$ cat config.mk
export PLATFORM = sky130hd
export DESIGN_NAME = onehot_register_file
export DESIGN_NICKNAME = d
export VERILOG_FILES = /design/src/rtl/onehot_register_file.sv
export SDC_FILE = /design/constraint.sdc
export NUM_CORES = 1
export LEC_CHECK = 0
export ABC_CLOCK_PERIOD_IN_PS = 5100
export CAP_MARGIN = 20
export CORE_MARGIN = 4
export CORE_UTILIZATION = 41
export CTS_CLUSTER_DIAMETER = 100
export DETAILED_ROUTE_END_ITERATION = 10
export GPL_TIMING_DRIVEN = 0
export PLACE_DENSITY = 0.62
export REMOVE_ABC_BUFFERS = 1
export SYNTH_ARGS = -nofsm -noshare
export SYNTH_HDL_FRONTEND = slang
export SYNTH_SLANG_ARGS = --single-unit
$ cat constraint.sdc
create_clock -name clk -period 5.1 [get_ports clk]
set_input_delay 1.02 -clock clk [delete_from_list [all_inputs] [get_ports clk]]
set_output_delay 1.02 -clock clk [all_outputs]
set_load 0.05 [all_outputs]
$ cat src/rtl/onehot_register_file.sv
// 16 x N register file written through a one-hot select vector, with two combinational read
// ports, a per-register written bitmap, a sticky illegal-select flag and a saturating write counter.
// Optional same-cycle write-to-read forwarding is enabled by defining REGFILE_WRITE_BYPASS_EN.
module onehot_register_file #(
    parameter int N        = 32,
    parameter int ZERO_REG = 1
) (
    input  logic         clk,
    input  logic         rst,
    input  logic         wr_ena,
    input  logic [15:0]  wr_sel,
    input  logic [N-1:0] wr_data,
    input  logic [3:0]   rd_addr0,
    input  logic [3:0]   rd_addr1,
    output logic [N-1:0] rd_data0,
    output logic [N-1:0] rd_data1,
    output logic         rd_valid0,
    output logic         rd_valid1,
    output logic         wr_err,
    output logic [7:0]   wr_count
);

    logic [N-1:0] regs_q [16];
    logic [N-1:0] regs_d [16];
    logic [15:0]  written_q, written_d;
    logic         wr_err_q, wr_err_d;
    logic [7:0]   wr_count_q, wr_count_d;

    logic [4:0]   sel_ones;
    logic         sel_legal;
    logic         sel_illegal;
    logic [15:0]  commit_mask;

    always_comb begin
        sel_ones = '0;
        for (int k = 0; k < 16; k++) begin
            sel_ones = sel_ones + 5'(wr_sel[k]);
        end
        sel_legal   = wr_ena && (sel_ones == 5'd1);
        sel_illegal = wr_ena && (sel_ones > 5'd1);
        commit_mask = sel_legal ? wr_sel : 16'h0000;
        // A write to the hardwired zero register still counts, but stores nothing.
        if (ZERO_REG != 0) begin
            commit_mask[0] = 1'b0;
        end
    end

    always_comb begin
        regs_d = regs_q;
        for (int k = 0; k < 16; k++) begin
            if (commit_mask[k]) begin
                regs_d[k] = wr_data;
            end
        end
        written_d  = written_q | commit_mask;
        wr_err_d   = wr_err_q | sel_illegal;
        wr_count_d = wr_count_q;
        if (sel_legal && (wr_count_q != 8'hFF)) begin
            wr_count_d = wr_count_q + 8'd1;
        end
    end

    always_ff @(posedge clk or negedge rst) begin
        if (!rst) begin
            for (int k = 0; k < 16; k++) begin
                regs_q[k] <= '0;
            end
            written_q  <= '0;
            wr_err_q   <= 1'b0;
            wr_count_q <= '0;
        end else begin
            regs_q     <= regs_d;
            written_q  <= written_d;
            wr_err_q   <= wr_err_d;
            wr_count_q <= wr_count_d;
        end
    end

`ifdef REGFILE_WRITE_BYPASS_EN
    logic [15:0] byp_mask;

    // Forwarding is suppressed while reset is held so outputs stay at zero.
    assign byp_mask = rst ? commit_mask : 16'h0000;

    always_comb begin
        rd_data0  = regs_q[rd_addr0];
        rd_valid0 = written_q[rd_addr0];
        rd_data1  = regs_q[rd_addr1];
        rd_valid1 = written_q[rd_addr1];
        if (byp_mask[rd_addr0]) begin
            rd_data0  = wr_data;
            rd_valid0 = 1'b1;
        end
        if (byp_mask[rd_addr1]) begin
            rd_data1  = wr_data;
            rd_valid1 = 1'b1;
        end
    end
`else
    always_comb begin
        rd_data0  = regs_q[rd_addr0];
        rd_valid0 = written_q[rd_addr0];
        rd_data1  = regs_q[rd_addr1];
        rd_valid1 = written_q[rd_addr1];
    end
`endif

    assign wr_err   = wr_err_q;
    assign wr_count = wr_count_q;

endmodule

==> results of run 1 <==
[report_power, final]
part | total (mW) | switching [mW] | internal, mW
combinational | 7.40 | 3.21 | 4.20
clock | 4.26 | 1.73 | 2.53
sequential | 6.96 | 1.27 | 5.68
total | 18.6 | 6.21 | 12.4
[worst max-delay path by stage]
stage	end
3_3_place_gp	regs_q[188]$_DFFE_PN0P_
6_report	regs_q[462]$_DFFE_PN0P_
3_5_place_dp	regs_q[462]$_DFFE_PN0P_
4_1_cts	regs_q[100]$_DFFE_PN0P_
5_1_grt	regs_q[298]$_DFFE_PN0P_
2_1_floorplan	regs_q[0]$_DFFE_PN0P_
[placed cells by master, fill, tap and decap left out, types with 22 or more instances in the layout]
cell and instances:
clkdlybuf4s50_1 112, mux2_2 379, dfrtp_1 504, clkbuf_16 63
buf_16 22, a221oi_1 32, a221o_1 63, mux2i_1 195
a22oi_1 33, buf_4 32, buf_12 31, mux2_4 174
a21oi_1 98, mux4_2 129
[synth_stat cells, types with 3 or more instances]
cell | number | area share
dfrtp_1 | 504 | 0.45
and3_1 | 4 | 0.00088
nor2_1 | 4 | 0.00053
nor2b_1 | 4 | 0.00088
fa_1 | 10 | 0.0071
o22ai_1 | 3 | 0.00066
mux2_1 | 3 | 0.0012
mux2_2 | 379 | 0.15
buf_6 | 36 | 0.014
nand4_1 | 3 | 0.00066
clkbuf_8 | 8 | 0.0039
nand2b_1 | 16 | 0.0035
mux4_2 | 129 | 0.10
a221oi_1 | 32 | 0.0099
nand2_1 | 10 | 0.0013
mux2i_1 | 195 | 0.069
a221o_1 | 63 | 0.022
a21oi_1 | 98 | 0.017
clkbuf_1 | 82 | 0.011
a22oi_1 | 33 | 0.0087
buf_4 | 10 | 0.0027
and2_1 | 4 | 0.00088
inv_1 | 17 | 0.0023
buf_2 | 48 | 0.0085
buf_1 | 4 | 0.00053
ha_1 | 6 | 0.0027
nand4_4 | 12 | 0.0090
nand4_2 | 3 | 0.0013
mux2_4 | 174 | 0.092
[kinds of logic (layout without fill, tap and decap cells)]
kind of cell / after synthesis / after routing / synth area share
flops: 504 / 504 / 0.445
simple gates: 72 / 73 / 0.0220
fa+ha+maj: 16 / 16 / 0.00972
xor+xnor: 4 / 4 / 0.00124
buf+inv: 206 / 347 / 0.0437
mux: 880 / 880 / 0.416
compound gates: 241 / 241 / 0.0623
[critical path, delay by kind of cell]
| kind | cells | cell delay (ps) |
|---|---|---|
| fa+ha+maj | 6 | 2770 |
| buf+inv | 8 | 1160 |
| mux | 1 | 360 |
| simple gates | 2 | 150 |
[sequential cells by signal, indices dropped and copies added (netlist names)]
name,count
regs_q,480
wr_err,1
written_q,15
wr_count,8
[stage by stage]
stage | utilization | hold slack (ps) | instance area, µm² | worst slack (ps) | cells
detailed placement | 0.447 | 455 | 30600 | -1970 | 2837
finish | 0.486 | 416 | 33400 | 78.4 | 2996
global placement | 0.432 | 447 | 29600 | -19300 | 2798
global route | 0.486 | 474 | 33400 | -21.5 | 2996
CTS | 0.481 | 462 | 33000 | 16.5 | 2972
floorplan | - | 446 | 27100 | -1830 | 1734
[layer usage]
metal / vias to the layer above / routed length (µm) / share of wire / global-route usage
li1: 7637 / - / - / -
met1: 9760 / 35700 / 0.43 / 0.291
met2: 521 / 41100 / 0.49 / 0.378
met3: 145 / 3980 / 0.048 / 0.0332
met4: 4 / 2390 / 0.029 / 0.0559
met5: - / 28 / 0.00034 / 0
[final cells by class]
cell class / instances / area [µm²] / area share
clock buffer: 81 / 1680 / 0.0503
multi-input combinational: 1214 / 14600 / 0.437
inverter: 17 / 63.8 / 0.00191
clock inverter: 23 / 265 / 0.00795
tap: 931 / 1160 / 0.0349
sequential: 504 / 12600 / 0.378
timing repair buffer: 226 / 2980 / 0.0894
[repair_timing]
action,CTS,global route
buffers inserted,28,17
setup endpoints to repair,534,250
gates resized for setup,21,11
pin swaps,15,6
gates cloned,3,7
==> impl_results.md, run 1 <==
- Status: finished clean
- Cell variety after synth: 50
- Syn Inst Count: 1,923
- Detailed Route Iter0 Violations: 1,410
- Ant diodes: 0
- Max Slew Vio Count: 0
- Wirelength, routed: 83.3 mm
- CP Cell Sequence: dlygate4sd2_1, fa_1, fa_1, inv_1, fa_1, fa_1, inv_2, ha_4, fa_2, nor3_4, buf_4, buf_4, buf_12, buf_4, nand4_4, buf_12, mux2_2
- Hold WC Path Type: input port to async pin
- Placer Congestion: 0.758
- Synth warnings: 0
- Nets: 2,094
- Syn_area_per_cell: 14.7 µm²
- Yosys reg bits: 504
- Critical path type: input port to flop
- Reg clk slew, reported paths: 60 ps
- GRT Total Usage: 0.219
- Io pins: 134
- Slowest stage cell, crit path: fa_2
- Max Root-Sink Buffers: 3
- Crit share post-route: 0.985
- Max Clock Skew: 1.09 ps
- Routed len/inst: 27.8 µm
- Leak pwr: 15.3 nW
- Placement row count: 96
- Most used cell along the critical path: fa_1
- Ratio of cells with drive above 1 in the final layout: 0.441
- Required @ worst endpoint: 5590 ps
- Detailed Place HPWL: 47.5 mm
- Main synth FF type: dfrtp_1
- Max_cap viols: 0
- Die area: 73,300 µm²
- TNS Setup: 0 ps
- Least-Margin Pin Slew: 884 ps
- Clk Latency, worst-skew pair: 610 ps
- Slowest stage delay, CP: 580 ps
- Root Buffer: clkbuf_16
- Vias per inst: 6.03
- Reg2Reg Depth: 5
- Port buffer count: 133
- CTS Sinks: 504
- # hold bufs at CTS: 0
- CP startpoint: wr_sel[11]
- Hold Violations, Final: 0
- Final ANT Viol Nets: 0
- Global route overflow: 0
- Num CTS Buffers: 56
- R2R Path End: wr_count[1]$_DFFE_PN0P_
- Mapped cell area: 28,300 µm²
- Initial antenna violation count: 2
- Vias post-DR: 18,067
- Core box area: 68,600 µm²
- Maximum VDD drop: 0.280 mV
- Vias in the first global route: 19,358
- First-pass GRT wire length: 124 mm
- Power after layout: 18.6 mW
- Area grow syn2layout: 17.8%
- Largest net degree at the start of global routing: 123
- Sequential area share after synthesis: 0.445
- Drt first pass iters: 5
- Filler cells: 5,775
- Pwr Density: 558 nW/µm²
- # H-tree levels: 2
- Arrival time of the worst setup path: 5510 ps
- Chip Height: 271 µm
- Crit Path Max Fanout: 17
- Post-synth ARST share: 1.00
- Reg2reg start: wr_count[0]$_DFFE_PN0P_
- Die W: 271 µm
- Tmin final: 5020 ps
- Crit. End Element: flop
- Max Fclk: 199 MHz
- Startpoint types: input port
- Post-synth EDFFs: 0
- R2R setup slack: 3430 ps
- DRC viols: 0
- Initial core utilization: 0.413
- Rel. slew slack: 0.408
- Final Setup Violations: 0
- CTS tree: yes
No activity file was read; power rests on OpenSTA's default activity.
==> run 2: changes to the inputs <==
--- a/config.mk
+++ b/config.mk
@@ -8,11 +8,12 @@
 export ABC_CLOCK_PERIOD_IN_PS = 5100
 export CAP_MARGIN = 20
 export CORE_MARGIN = 4
-export CORE_UTILIZATION = 41
+export CORE_UTILIZATION = 49
 export CTS_CLUSTER_DIAMETER = 100
 export DETAILED_ROUTE_END_ITERATION = 10
+export DONT_BUFFER_PORTS = 1
 export GPL_TIMING_DRIVEN = 0
-export PLACE_DENSITY = 0.62
+export PLACE_DENSITY = 0.68
 export REMOVE_ABC_BUFFERS = 1
 export SYNTH_ARGS = -nofsm -noshare
 export SYNTH_HDL_FRONTEND = slang
==> impl_results.md, run 2 (synthesis gave the netlist of run 1 again) <==
- Reg clk slew, reported paths: 60 ps (about the same)
- Vias in the first global route: 18,621 (was 19,358)
- Slowest stage cell, crit path: fa_1 (was fa_2)
- RSZ-0062 raised after global routing: false
- GRT Total Usage: 0.245 (was 0.219)
- Met3 WL: 5.24 mm (was 3.98 mm)
- Clk Latency, worst-skew pair: 610 ps (about the same)
- Reg2Reg Depth: 5 (unchanged)
- Critical path type: input port to flop (unchanged)
- Ratio of cells with drive above 1 in the final layout: 0.454 (was 0.441)
- Vias post-DR: 17,303 (was 18,067)
- R2R setup slack: 3090 ps (was 3430 ps)
- WL met1: 32.3 mm (was 35.7 mm)
- Reg2reg start: wr_count[0]$_DFFE_PN0P_ (unchanged)
- Commonest non-fill, non-tap cell in the layout: dfrtp_1 (unchanged)
- Io pins: 134 (unchanged)
- Max Fclk: 200 MHz (was 199 MHz)
- Required @ worst endpoint: 5590 ps (about the same)
- Final Setup Violations: 0 (unchanged)
- # H-tree levels: 2 (unchanged)
- Root Buffer: clkbuf_16 (unchanged)
- Largest net degree at the start of global routing: 505 (was 123)
- Wirelength, routed: 77.4 mm (was 83.3 mm)
- Detailed Route Iter0 Violations: 1,376 (was 1,410)
- Vias per inst: 6.52 (was 6.03)
- Global route overflow: 0 (unchanged)
- Ant diodes: 0 (unchanged)
- CTS Sinks: 504 (unchanged)
- Num CTS Buffers: 55 (was 56)
- Met2 WL: 38.2 mm (was 41.1 mm)
- Hold WC Path Type: input port to async pin (unchanged)
- Die W: 248 µm (was 271 µm)
- First-pass GRT wire length: 118 mm (was 124 mm)
- Most frequent cells in the layout: 504 x dfrtp_1, 379 x mux2_2, 195 x mux2i_1, 174 x mux2_4, 129 x mux4_2 (unchanged)
- Chip Height: 248 µm (was 271 µm)
- R2R Path End: wr_count[1]$_DFFE_PN0P_ (unchanged)
- Util after Layout: 0.546 (was 0.486)
- Placer Congestion: 0.764 (was 0.758)
- DRC viols: 0 (unchanged)
- Crit share post-route: 0.979 (was 0.985)
- Initial antenna violation count: 0 (was 2)
- Die area: 61,700 µm² (was 73,300 µm²)
- CP Cell Sequence: fa_1, inv_1, fa_1, fa_1, fa_1, inv_1, ha_1, fa_1, o22ai_4, buf_12, nand4_4, buf_12, mux2_2 (was dlygate4sd2_1, fa_1, fa_1, inv_1, fa_1, fa_1, inv_2, ha_4, fa_2, nor3_4, buf_4, buf_4, buf_12, buf_4, nand4_4, buf_12, mux2_2)
- Max Clock Skew: 1.37 ps (was 1.09 ps)
- Leak pwr: 14.3 nW (was 15.3 nW)
- Max Root-Sink Buffers: 3 (unchanged)
- Detailed Place HPWL: 41.9 mm (was 47.5 mm)
- CTS tree: yes (unchanged)
- Placement row count: 87 (was 96)
- Area grow syn2layout: 9.48% (was 17.8%)
- Pre-CTS setup slack: -1240 ps (was -1970 ps)
- Max_cap viols: 0 (unchanged)
- Uppermost layer routed: met4 (was met5)
- Arrival time of the worst setup path: 5480 ps (was 5510 ps)
- Crit Path Max Fanout: 23 (was 17)
- Crit. End Element: flop (unchanged)
- Hold Violations, Final: 0 (unchanged)
- Pwr Density: 562 nW/µm² (was 558 nW/µm²)
- DP Area: 28,900 µm² (was 30,600 µm²)
- Most used cell along the critical path: fa_1 (unchanged)
- Status: finished, violations left (was finished clean)
- Post-route insts no fill: 2,653 (was 2,996)
- Placed cell count: 2,537 (was 2,837)
- Final ANT Viol Nets: 0 (unchanged)
- Design Area, Final: 31,000 µm² (was 33,400 µm²)
- Max Slew Vio Count: 384 (was 0)
- Nets: 1,931 (was 2,094)
- Drt first pass iters: 7 (was 5)
- Failing checks: max-slew violations
- Slowest stage delay, CP: 520 ps (was 580 ps)
- Rel. slew slack: -0.605 (was 0.408)
- Max reg flops: 480 (unchanged)
- Routed len/inst: 29.2 µm (was 27.8 µm)
- Maximum VDD drop: 0.327 mV (was 0.280 mV)
- Least-Margin Pin Slew: 2410 ps (was 884 ps)
- Initial core utilization: 0.498 (was 0.413)
- Port buffer count: 0 (was 133)
- Startpoint types: input port (unchanged)
- Core box area: 56,800 µm² (was 68,600 µm²)
- Tmin final: 4990 ps (was 5020 ps)
- Register with the most flip-flops: regs_q (unchanged)
- TNS Setup: 0 ps (unchanged)
- Final worst slack: 106 ps (was 78.4 ps)
==> run 2: worst max-delay path: cells and delay by family <==
family | cells | cell delay [ps]
AO/OA/AOI/OAI | 1 | 340
buffers and inverters | 4 | 720
adder cells (fa/ha/maj) | 6 | 2680
AND/OR/NAND/NOR | 1 | 360
multiplexers | 1 | 310
==> run 2: worst max-delay path by stage <==
stage	depth (start not counted)	slack, ps	from	end
after global placement	11	-3560	wr_sel[5]	regs_q[10]$_DFFE_PN0P_
final	13	110	wr_sel[5]	regs_q[313]$_DFFE_PN0P_
after detailed placement	13	-1240	wr_sel[5]	regs_q[330]$_DFFE_PN0P_
after floorplan	11	-1830	wr_sel[5]	regs_q[0]$_DFFE_PN0P_
after global routing	13	20	wr_sel[5]	regs_q[288]$_DFFE_PN0P_
after CTS	13	40	wr_sel[5]	regs_q[378]$_DFFE_PN0P_
==> run 2: layout make-up <==
type                            instances  area [µm²]
Fill cell                            4497       25800
Multi-Input combinational cell       1213       14600
Sequential cell                       504       12600
Clock buffer                           85        1680
Timing Repair Buffer                   65         986
Tap cell                              756         946
Clock inverter                         13         155
Inverter                               17        63.8
==> run 2: metal layers <==
metal / vias to the layer above / track usage
li1: 7267 / -
met1: 9377 / 0.322
met2: 536 / 0.411
met3: 123 / 0.0581
met4: 0 / 0.0651
met5: - / 0
==> run 2: where the power goes <==
group | internal (mW) | switching (mW) | total (mW)
Sequential | 5.69 | 1.31 | 6.99
Clock | 2.40 | 1.65 | 4.05
Combinational | 3.70 | 2.69 | 6.39
==> run 2: through the flow <==
step | power [mW] | hold slack, ps
after floorplan | 11.6 | 446
after global placement | 12.6 | 463
after detailed placement | 13.3 | 467
after CTS | 17.4 | 80.5
after global routing | 18.2 | 80.4
final | 17.4 | 114
==> run 2: repair_timing <==
item                                   CTS  global route
hold buffers                             0             0
resized for setup                        0             0
cloned                                   0             0
endpoints found under the hold margin    0             0
setup endpoints to repair              435           118
buffers inserted                         9             6
pin swaps                                6             6
